$ cat src/rtl/muldiv_ctrl_pkg.sv
// muldiv_ctrl_pkg: shared op codes, sequencer states and constants for the HI/LO mul/div unit
package muldiv_ctrl_pkg;

    typedef enum logic [2:0] {
        MD_MULT,
        MD_MULTU,
        MD_DIV,
        MD_DIVU,
        MD_MADD,
        MD_MADDU,
        MD_MSUB,
        MD_MSUBU
    } md_op_t;

    typedef enum logic [2:0] {
        ST_IDLE,
        ST_MUL,
        ST_DIV,
        ST_FIX,
        ST_DONE
    } md_state_t;

    localparam int MD_DIV_CYCLES = 32;

    function automatic logic is_div(md_op_t op);
        return op inside {MD_DIV, MD_DIVU};
    endfunction

    function automatic logic is_signed(md_op_t op);
        return op inside {MD_MULT, MD_DIV, MD_MADD, MD_MSUB};
    endfunction

endpackage

$ cat src/rtl/muldiv_ctrl_if.sv
// muldiv_ctrl_if: execute-stage <-> mul/div sequencer bundle
//   master (execute stage): drives start/op/src_a/src_b/hi_in/lo_in/flush, sees stall/busy/hilo_we/hi_out/lo_out
//   slave  (sequencer):     the reverse
interface muldiv_ctrl_if;
    import muldiv_ctrl_pkg::*;

    logic        start;
    md_op_t      op;
    logic [31:0] src_a;
    logic [31:0] src_b;
    logic [31:0] hi_in;
    logic [31:0] lo_in;
    logic        flush;
    logic        stall;
    logic        busy;
    logic        hilo_we;
    logic [31:0] hi_out;
    logic [31:0] lo_out;

    modport master (
        output start, op, src_a, src_b, hi_in, lo_in, flush,
        input  stall, busy, hilo_we, hi_out, lo_out
    );

    modport slave (
        input  start, op, src_a, src_b, hi_in, lo_in, flush,
        output stall, busy, hilo_we, hi_out, lo_out
    );

endinterface

$ cat src/rtl/muldiv_ctrl_div_iter.sv
// muldiv_ctrl_div_iter: unsigned restoring divider, one quotient bit per step
//   clk             clock
//   load            capture dividend/divisor and clear the partial remainder
//   step            perform one shift/trial-subtract iteration
//   dividend/divisor  32-bit unsigned operands
//   quo/rem         quotient and remainder, valid after 32 steps
module muldiv_ctrl_div_iter (
    input  logic        clk,
    input  logic        load,
    input  logic        step,
    input  logic [31:0] dividend,
    input  logic [31:0] divisor,
    output logic [31:0] quo,
    output logic [31:0] rem
);
    // sr = {partial remainder, dividend bits still to shift in / quotient bits shifted out}
    logic [63:0] sr;
    logic [31:0] dvs;
    logic [32:0] part;
    logic [31:0] diff;
    logic        ge;

    // part is the shifted remainder with the next dividend bit; when it fits, the
    // difference is below the divisor so 32 bits hold it exactly
    assign part = sr[63:31];
    assign ge   = part >= {1'b0, dvs};
    assign diff = part[31:0] - dvs;

    always_ff @(posedge clk) begin
        if (load) begin
            sr  <= {32'd0, dividend};
            dvs <= divisor;
        end else if (step) begin
            sr <= ge ? {diff, sr[30:0], 1'b1} : {sr[62:0], 1'b0};
        end
    end

    assign quo = sr[31:0];
    assign rem = sr[63:32];

endmodule

$ cat src/rtl/muldiv_ctrl.sv
// muldiv_ctrl: multi-cycle HI/LO multiply/divide sequencer beside the execute stage
//   clk    clock
//   reset  synchronous active-high reset
//   bus    muldiv_ctrl_if.slave: start/op/src_a/src_b/hi_in/lo_in/flush in,
//          stall/busy/hilo_we/hi_out/lo_out out
module muldiv_ctrl
    import muldiv_ctrl_pkg::*;
#(
    parameter int MUL_LAT = 3
) (
    input logic          clk,
    input logic          reset,
    muldiv_ctrl_if.slave bus
);
    md_state_t   state, state_n;
    logic [4:0]  cnt;
    md_op_t      op_q;
    logic [31:0] abs_a, abs_b, a_abs, b_abs;
    logic        neg_a, neg_b, sgn, accept;
    logic [63:0] acc, prod_u, prod, mul_res, div_res;
    logic [31:0] quo, rem, hi_q, lo_q;

    assign accept = state == ST_IDLE && bus.start && !bus.flush;
    assign sgn    = is_signed(bus.op);
    assign a_abs  = sgn && bus.src_a[31] ? -bus.src_a : bus.src_a;
    assign b_abs  = sgn && bus.src_b[31] ? -bus.src_b : bus.src_b;

    muldiv_ctrl_div_iter u_div (
        .clk     (clk),
        .load    (accept),
        .step    (state == ST_DIV),
        .dividend(a_abs),
        .divisor (b_abs),
        .quo     (quo),
        .rem     (rem)
    );

    // magnitudes are multiplied unsigned, then the sign is restored before accumulating
    assign prod_u  = {32'd0, abs_a} * {32'd0, abs_b};
    assign prod    = neg_a ^ neg_b ? -prod_u : prod_u;
    assign mul_res = op_q inside {MD_MADD, MD_MADDU} ? acc + prod :
                     op_q inside {MD_MSUB, MD_MSUBU} ? acc - prod : prod;
    // quotient negated on sign mismatch, remainder follows the dividend
    assign div_res = {neg_a ? -rem : rem, neg_a ^ neg_b ? -quo : quo};

    always_ff @(posedge clk) begin
        if (reset) state <= ST_IDLE;
        else       state <= state_n;
    end

    always_comb begin
        state_n = state;
        case (state)
            ST_IDLE: state_n = accept ? (is_div(bus.op) ? ST_DIV : ST_MUL) : ST_IDLE;
            ST_MUL:  state_n = cnt == '0 ? ST_DONE : ST_MUL;
            ST_DIV:  state_n = cnt == '0 ? ST_FIX : ST_DIV;
            ST_FIX:  state_n = ST_DONE;
            default: state_n = ST_IDLE;
        endcase
        if (bus.flush) state_n = ST_IDLE;
    end

    always_ff @(posedge clk) begin
        if (reset) begin
            cnt   <= '0;
            op_q  <= MD_MULT;
            abs_a <= '0;
            abs_b <= '0;
            neg_a <= 1'b0;
            neg_b <= 1'b0;
            acc   <= '0;
            hi_q  <= '0;
            lo_q  <= '0;
        end else begin
            if (accept) begin
                op_q  <= bus.op;
                abs_a <= a_abs;
                abs_b <= b_abs;
                neg_a <= sgn && bus.src_a[31];
                neg_b <= sgn && bus.src_b[31];
                acc   <= {bus.hi_in, bus.lo_in};
                cnt   <= is_div(bus.op) ? 5'(MD_DIV_CYCLES - 1) : 5'(MUL_LAT - 1);
            end else if ((state == ST_MUL || state == ST_DIV) && cnt != '0) begin
                cnt <= cnt - 5'd1;
            end
            // result register loads on entry to DONE and holds afterwards
            if (state_n == ST_DONE) {hi_q, lo_q} <= state == ST_FIX ? div_res : mul_res;
        end
    end

    assign bus.stall   = (bus.start && state == ST_IDLE) || state inside {ST_MUL, ST_DIV, ST_FIX};
    assign bus.busy    = state != ST_IDLE;
    assign bus.hilo_we = state == ST_DONE && !bus.flush;
    assign bus.hi_out  = hi_q;
    assign bus.lo_out  = lo_q;

endmodule

$ cat src/flat_wrapper.sv
// flat-port wrapper written by rule: the top's interface ports become plain ports
module muldiv_ctrl_flat import muldiv_ctrl_pkg::*;
#(
    parameter int MUL_LAT = 3
)
  (clk, reset, bus_start, bus_op, bus_src_a, bus_src_b, bus_hi_in, bus_lo_in, bus_flush, bus_stall, bus_busy, bus_hilo_we, bus_hi_out, bus_lo_out);
  muldiv_ctrl_if bus_i ();
  input logic clk;
  input logic reset;
  input wire logic [$bits(bus_i.start)-1:0] bus_start;
  input wire logic [$bits(bus_i.op)-1:0] bus_op;
  input wire logic [$bits(bus_i.src_a)-1:0] bus_src_a;
  input wire logic [$bits(bus_i.src_b)-1:0] bus_src_b;
  input wire logic [$bits(bus_i.hi_in)-1:0] bus_hi_in;
  input wire logic [$bits(bus_i.lo_in)-1:0] bus_lo_in;
  input wire logic [$bits(bus_i.flush)-1:0] bus_flush;
  output wire logic [$bits(bus_i.stall)-1:0] bus_stall;
  output wire logic [$bits(bus_i.busy)-1:0] bus_busy;
  output wire logic [$bits(bus_i.hilo_we)-1:0] bus_hilo_we;
  output wire logic [$bits(bus_i.hi_out)-1:0] bus_hi_out;
  output wire logic [$bits(bus_i.lo_out)-1:0] bus_lo_out;
  assign bus_i.start = bus_start;
  assign bus_i.op = bus_op;
  assign bus_i.src_a = bus_src_a;
  assign bus_i.src_b = bus_src_b;
  assign bus_i.hi_in = bus_hi_in;
  assign bus_i.lo_in = bus_lo_in;
  assign bus_i.flush = bus_flush;
  assign bus_stall = bus_i.stall;
  assign bus_busy = bus_i.busy;
  assign bus_hilo_we = bus_i.hilo_we;
  assign bus_hi_out = bus_i.hi_out;
  assign bus_lo_out = bus_i.lo_out;
  muldiv_ctrl #(.MUL_LAT(MUL_LAT)) u_core (.clk(clk), .reset(reset), .bus(bus_i));
endmodule
$ cat config.mk
export PLATFORM = sky130hd
export DESIGN_NAME = muldiv_ctrl_flat
export DESIGN_NICKNAME = d
export VERILOG_FILES = /design/src/rtl/muldiv_ctrl_pkg.sv /design/src/rtl/muldiv_ctrl_if.sv /design/src/rtl/muldiv_ctrl_div_iter.sv /design/src/rtl/muldiv_ctrl.sv /design/src/flat_wrapper.sv
export SDC_FILE = /design/constraint.sdc
export NUM_CORES = 2
export LEC_CHECK = 0
export ABC_AREA = 1
export BUFFER_PORTS_ARGS = -buffer_cell sky130_fd_sc_hd__buf_2
export CAP_MARGIN = 20
export CELL_PAD_IN_SITES_DETAIL_PLACEMENT = 0
export CELL_PAD_IN_SITES_GLOBAL_PLACEMENT = 1
export CORE_UTILIZATION = 51
export DETAILED_ROUTE_END_ITERATION = 8
export PLACE_DENSITY_LB_ADDON = 0.1
export SYNTH_ARGS = -nofsm -noshare
export SYNTH_HDL_FRONTEND = slang
export SYNTH_HIERARCHICAL = 1
export SYNTH_SLANG_ARGS = --single-unit
$ cat constraint.sdc
create_clock -name clk -period 18.2 [get_ports clk]
set_input_delay 3.64 -clock clk [delete_from_list [all_inputs] [get_ports clk]]
set_output_delay 3.64 -clock clk [all_outputs]
set_load 0.1 [all_outputs]
# Yosys cells after proc, flatten, opt, wreduce, memory -nomap -nowiden
# Index checks and enable logic that the tools add are counted.
# W data, S select, Z words.
[word_totals]
reg_bits = 301
output_inout_bits = 67
[classes]
n_reduce_logical = 21
n_mux = 20
n_mul = 1
bitwise = 1
eq_ne = 13
add_sub_neg = 9
n_lt_le_gt_ge = 1
[ops]
columns = ["op", "n"]
rows = [
  ["$mux W64", 5],
  ["$mux W32", 6],
  ["$neg A32 Y32", 4],
  ["$add A64 B64 Y64", 1],
  ["$mul A32 B32 Y64", 1],
  ["$neg A64 Y64", 1],
  ["$sub A64 B64 Y64", 1],
  ["$ge A33 B32 Y1", 1],
  ["$sub A32 B32 Y32", 1],
  ["$eq A3 B3 Y1 const B", 8],
  ["$mux W5", 3],
  ["$eq A3 B2 Y1 const B", 4],
  ["$pmux W3 S4", 1],
  ["$reduce_bool A2 Y1", 5],
  ["$mux W3", 3],
  ["$logic_and A1 B1 Y1", 6],
  ["$logic_not A3 Y1", 2],
  ["$reduce_bool A3 Y1", 2],
  ["$logic_not A5 Y1", 1],
  ["$reduce_bool A5 Y1", 1],
  ["$sub A5 B1 Y5 const B", 1],
  ["$reduce_bool A4 Y1", 1],
  ["$eq A3 B1 Y1 const B", 1],
  ["$logic_or A1 B1 Y1", 2],
  ["4 further kinds", 4],
]

# Longest topological paths before layout
[depth]
ltp_word = 7
depth_mapped = 60
mapped_depth_nobuf = 57

# Hierarchy
# Netlist, hierarchy kept.
[modules_own_cells]
columns = ["mod", "instances", "area_each_um2", "cells_per_inst"]
rows = [
  ["muldiv_ctrl", 1, 59002.8, 8921],
  ["muldiv_ctrl_div_iter", 1, 6568.8, 960],
]

# Worst setup path after synthesis
# Ideal clock, no wire load.
[synth_timing]
path_type = "in2out"
start = "input port bus_flush"
end = "output port bus_hilo_we"
arrival_ps = 6458
slack_ps = 8102
t_required_ps = 14560
path_stages = 1
path_cell_list = "nor4_1"
[synth_via]
elab_chain_len = 2
[synth_lines]
columns = ["item", "line_no", "source"]
rows = [
  ["from (decl)", "flat_wrapper.sv:16", "input wire logic [$bits(bus_i.flush)-1:0] bus_flush;"],
  ["$logic_not A1 Y1", "muldiv_ctrl.sv:93", "assign bus.hilo_we = state == ST_DONE && !bus.flush;"],
  ["$logic_and A1 B1 Y1", "muldiv_ctrl.sv:93", ""],
  ["to (decl)", "flat_wrapper.sv:19", "output wire logic [$bits(bus_i.hilo_we)-1:0] bus_hilo_we;"],
]
# Every way passes these cells.

# Final worst setup path
[layout_timing]
start = "register u_core.abs_a[28]"
end = "register u_core.hi_q[27], in the netlist u_core/bus.hi_out[27]"
[layout_via]
elab_chain_len = 7
[layout_lines]
columns = ["item", "line_no", "source"]
rows = [
  ["from (decl)", "muldiv_ctrl.sv:18", "logic [31:0] abs_a, abs_b, a_abs, b_abs;"],
  ["from (signal assigned)", "muldiv_ctrl.sv:77", "abs_a <= a_abs;"],
  ["$mul A32 B32 Y64 *", "muldiv_ctrl.sv:39", "assign prod_u = {32'd0, abs_a} * {32'd0, abs_b};"],
  ["$neg A64 Y64", "muldiv_ctrl.sv:40", "assign prod = neg_a ^ neg_b ? -prod_u : prod_u;"],
  ["$mux W64 *", "muldiv_ctrl.sv:40", ""],
  ["$sub A64 B64 Y64", "muldiv_ctrl.sv:42", "op_q inside {MD_MSUB, MD_MSUBU} ? acc - prod : prod;"],
  ["$mux W64", "muldiv_ctrl.sv:42", ""],
  ["$mux W64 *", "muldiv_ctrl.sv:41", "assign mul_res = op_q inside {MD_MADD, MD_MADDU} ? acc + prod :"],
  ["$mux W64 *", "muldiv_ctrl.sv:87", "if (state_n == ST_DONE) {hi_q, lo_q} <= state == ST_FIX ? div_res : mul_res;"],
  ["to (signal assigned)", "muldiv_ctrl.sv:87", ""],
  ["to (decl)", "muldiv_ctrl.sv:21", "logic [31:0] quo, rem, hi_q, lo_q;"],
]
# Every way passes the cells marked *; elsewhere a longest branch is shown, timed or not.
# A chain may end at the register's enable or synchronous reset.

==> results.sh <==
export IMPL_status="finished, final reports clean"
export IMPL_max_slew_margin_rel_pct=23.0
export IMPL_overflow=0
export IMPL_antenna_found_initial=12
export IMPL_numCtsBuffers=36
export IMPL_crit_required_ns=18.72
export IMPL_fin_ws_ns=5.95
export IMPL_cts_resized=0
export IMPL_fmax_mhz=81.6
export IMPL_period_needed_ns=12.25
export IMPL_syn_inst=9881
export IMPL_fin_worst_skew_ns=0.0183
export IMPL_num_io_pins=202
export IMPL_leakage_nw=40.4
export IMPL_rr_endpoint="u_core/bus.hi_out[27]$_SDFFE_PP0N_"
export IMPL_clockBufferDepth=3
export IMPL_min_period_over_period_pct=67.3
export IMPL_wl_per_cell_um=22.0
export IMPL_cap_violations=0
export IMPL_ys_seq_area_share_pct=10.1
export IMPL_drt_iter0_markers=5732
export IMPL_vias_per_cell=5.50
export IMPL_initial_core_util_pct=51.4
export IMPL_synthTopCellsByArea="fa_1 (27%), nand2_1 (15%), inv_1 (14%), ha_1 (8.4%), dfxtp_1 (7.2%)"
export IMPL_ys_types=63
export IMPL_cts_htree_levels=2
export IMPL_die_w_um=361
export IMPL_grt_max_degree=86
export IMPL_placementRows=131
export IMPL_yosysWarnings=6
export IMPL_postCtsHoldBufs=0
export IMPL_synth_area_um2=65600
export IMPL_route_vias_total=63000
export IMPL_portBuffers=201
export IMPL_min_path_type="flop to flop"
export IMPL_synth_main_ff_cell="dfxtp_1"
export IMPL_setup_viol=0
export IMPL_firstDrtPassIters=6
export IMPL_cts_tree="done"
export IMPL_yosys_area_top_type="fa_1"
export IMPL_cp_arrival_ns=12.77
export IMPL_regToRegSetupSlack_ns=5.95
export IMPL_end_kind="flop"
export IMPL_path_max_fanout=33
export IMPL_post_place_ws_ns=6.22
export IMPL_die_area_um2=130000
export IMPL_place_hpwl_mm=205
export IMPL_worstRegToRegCells=47
export IMPL_clk_latency_ns=0.59
export IMPL_chipHeight_um=361
export IMPL_min_from="u_core/bus.hi_out[0]$_SDFFE_PP0N_"
export IMPL_routed_wirelength_mm=252
export IMPL_hold_viol=0
export IMPL_critical_path_class="flop to flop"
export IMPL_synth_avg_cell_area_um2=6.64
export IMPL_fillers=13000
export IMPL_slowest_delay_ns=0.75
export IMPL_cts_root_buf="clkbuf_16"
export IMPL_slowest_stage="xor2_1"
export IMPL_fp_coreArea_um2=128000
export IMPL_ys_seq_elements=300
export IMPL_cts_sinks=300
export IMPL_synth_edf_count=64
export IMPL_finalSetupTns_ns=0
export IMPL_power_density_nw_per_um2=91.3
export IMPL_cp_start_kind="flop"
export IMPL_path_clk_slew_ns=0.07
export IMPL_drv_slew=0
export IMPL_layout_drive_gt1_share_pct=5.24
export IMPL_place_congestion=1.07
export IMPL_synth_nets=11400
export IMPL_holdPathEnd="u_core/bus.hi_out[0]$_SDFFE_PP0N_"
export IMPL_nets=11200
export IMPL_synthArstFlopShare_pct=0
export IMPL_finish_utilization_pct=54.0
export IMPL_crit_top_cell="nand2_1"
export IMPL_drc=0
export IMPL_area_growth_pct=4.96
export IMPL_postCtsSetupBuffers=0
export IMPL_reg2reg_from="u_core/abs_a[28]$_SDFFE_PP0P_"
export IMPL_ant_nets=0
export IMPL_grt_usage_pct=38.5
export IMPL_peakVddDrop_mv=0.0689
export IMPL_grt_pass1_wl_mm=380
export IMPL_grt_pass1_vias=62800
export IMPL_rsz0062_at_grt="false"
export IMPL_holdPathStages=2
export IMPL_synth_top_area_share_pct=27.4
export IMPL_worst_pin_slew_ns=1.15
## cell usage after synthesis, types with 6 or more instances
cell type and count:
a21o_1 11, a21oi_1 451, a31oi_1 59, and2_1 11, buf_1 6, buf_2 10
buf_4 6, clkbuf_1 410, clkinv_1 6, dfxtp_1 236, edfxtp_1 64, fa_1 899
ha_1 439, inv_1 2496, inv_2 12, nand2_1 2606, nand2_2 37, nand3_1 313
nand3_2 18, nand3b_1 26, nand4_1 58, nor2_1 688, nor2_2 17, nor2_4 11
nor3_1 76, nor4_1 32, o211ai_1 37, o21a_1 14, o21ai_0 430, o21ai_1 16
o21bai_1 67, o221ai_1 9, o31ai_1 6, or2_2 33, xnor2_1 53, xor2_1 152
## cell usage in the layout (no fill, tap or decap), types with 37 or more instances in the layout
master / instances
nor3_1: 75
dfxtp_1: 232
a31oi_1: 59
nand2_1: 2605
nand2_2: 38
inv_1: 2492
buf_2: 202
nand3_1: 313
fa_1: 899
nand4_1: 58
nor2_1: 685
o211ai_1: 37
buf_4: 85
xor2_1: 152
ha_1: 439
xnor2_1: 53
edfxtp_1: 64
o21bai_1: 67
o21ai_0: 430
a21oi_1: 451
## routing by layer
layer	wire length, um	GRT usage [%]	up-vias
met5	46	0	-
met4	14900	19.9	8
met3	18600	4.62	689
met2	117000	63.8	2855
met1	101000	49.4	30400
li1	-	-	29000
## cell families (layout without fill, tap and decap cells)
family          count (synthesis)  count (layout)  share of synthesized area [%]
compound gates               1135            1135                           9.54
xor+xnor                      208             208                           2.81
fa+ha+maj                    1338            1338                           35.8
buf+inv                      2952            2865                           17.0
flops                         300             300                           10.1
other cells                     0               8                              0
simple gates                 3948            3948                           24.7
## per-stage QoR
step | instances | total power, mW | hold slack [ns] | instance area (um2)
after floorplan | 9881 | 3.68 | 0.444 | 65600
after global placement | 11400 | 5.40 | 0.455 | 67600
after detailed placement | 11400 | 5.40 | 0.462 | 67600
after CTS | 11500 | 6.17 | 0.473 | 68800
after global routing | 11500 | 6.67 | 0.509 | 68800
final | 11500 | 6.28 | 0.475 | 68800
## critical path: cells and delay by family (launching register included)
| family | cells | cell delay [ns] |
|---|---|---|
| buffers and inverters | 8 | 1.05 |
| AO/OA/AOI/OAI | 3 | 0.49 |
| flip-flops | 1 | 0.31 |
| adder cells (fa/ha/maj) | 10 | 5.16 |
| XOR/XNOR | 2 | 1.27 |
| AND/OR/NAND/NOR | 24 | 3.79 |
## sequential cells by signal, indices dropped and copies added (netlist names)
name / flops
u_core/state: 3
u_core/acc: 64
u_core/neg_a: 1
u_core/neg_b: 1
u_core/bus.hi_out: 32
u_core/abs_b: 32
u_core/abs_a: 32
u_core/u_div/dvs: 32
u_core/bus.lo_out: 32
u_core/op_q: 2
u_core/cnt: 5
u_core/u_div/sr: 64
## power by group
part / switching, mW / leakage (nW) / internal [mW]
combinational: 3.51 / 37.3 / 1.27
sequential: 0.0407 / 2.53 / 0.718
clock: 0.334 / 0.567 / 0.413
total: 3.89 / 40.4 / 2.40
## how the worst max path moves through the flow
stage	from	slack (ns)	cells past startpoint	end
global placement	u_core/abs_a[18]$_SDFFE_PP0P_	6.17	48	u_core/bus.hi_out[27]$_SDFFE_PP0N_
finish	u_core/abs_a[28]$_SDFFE_PP0P_	5.95	47	u_core/bus.hi_out[27]$_SDFFE_PP0N_
global route	u_core/abs_b[5]$_SDFFE_PP0P_	5.41	48	u_core/bus.hi_out[27]$_SDFFE_PP0N_
floorplan	bus_flush	8.10	1	bus_hilo_we
detailed placement	u_core/abs_b[5]$_SDFFE_PP0P_	6.22	50	u_core/bus.hi_out[27]$_SDFFE_PP0N_
CTS	u_core/abs_b[5]$_SDFFE_PP0P_	6.21	50	u_core/bus.hi_out[27]$_SDFFE_PP0N_
## final cells by class
type	count	area, um2	share of cell area (%)
diodes	8	20.0	0.0291
clock buffers	38	908	1.32
clock inverters	26	263	0.382
inverters	2514	9440	13.7
multi-input cells	6629	47800	69.5
flip-flops and latches	300	6650	9.66
well taps	1662	2080	3.02
repair buffers	287	1650	2.40
Power figures use the tool's default switching activity.
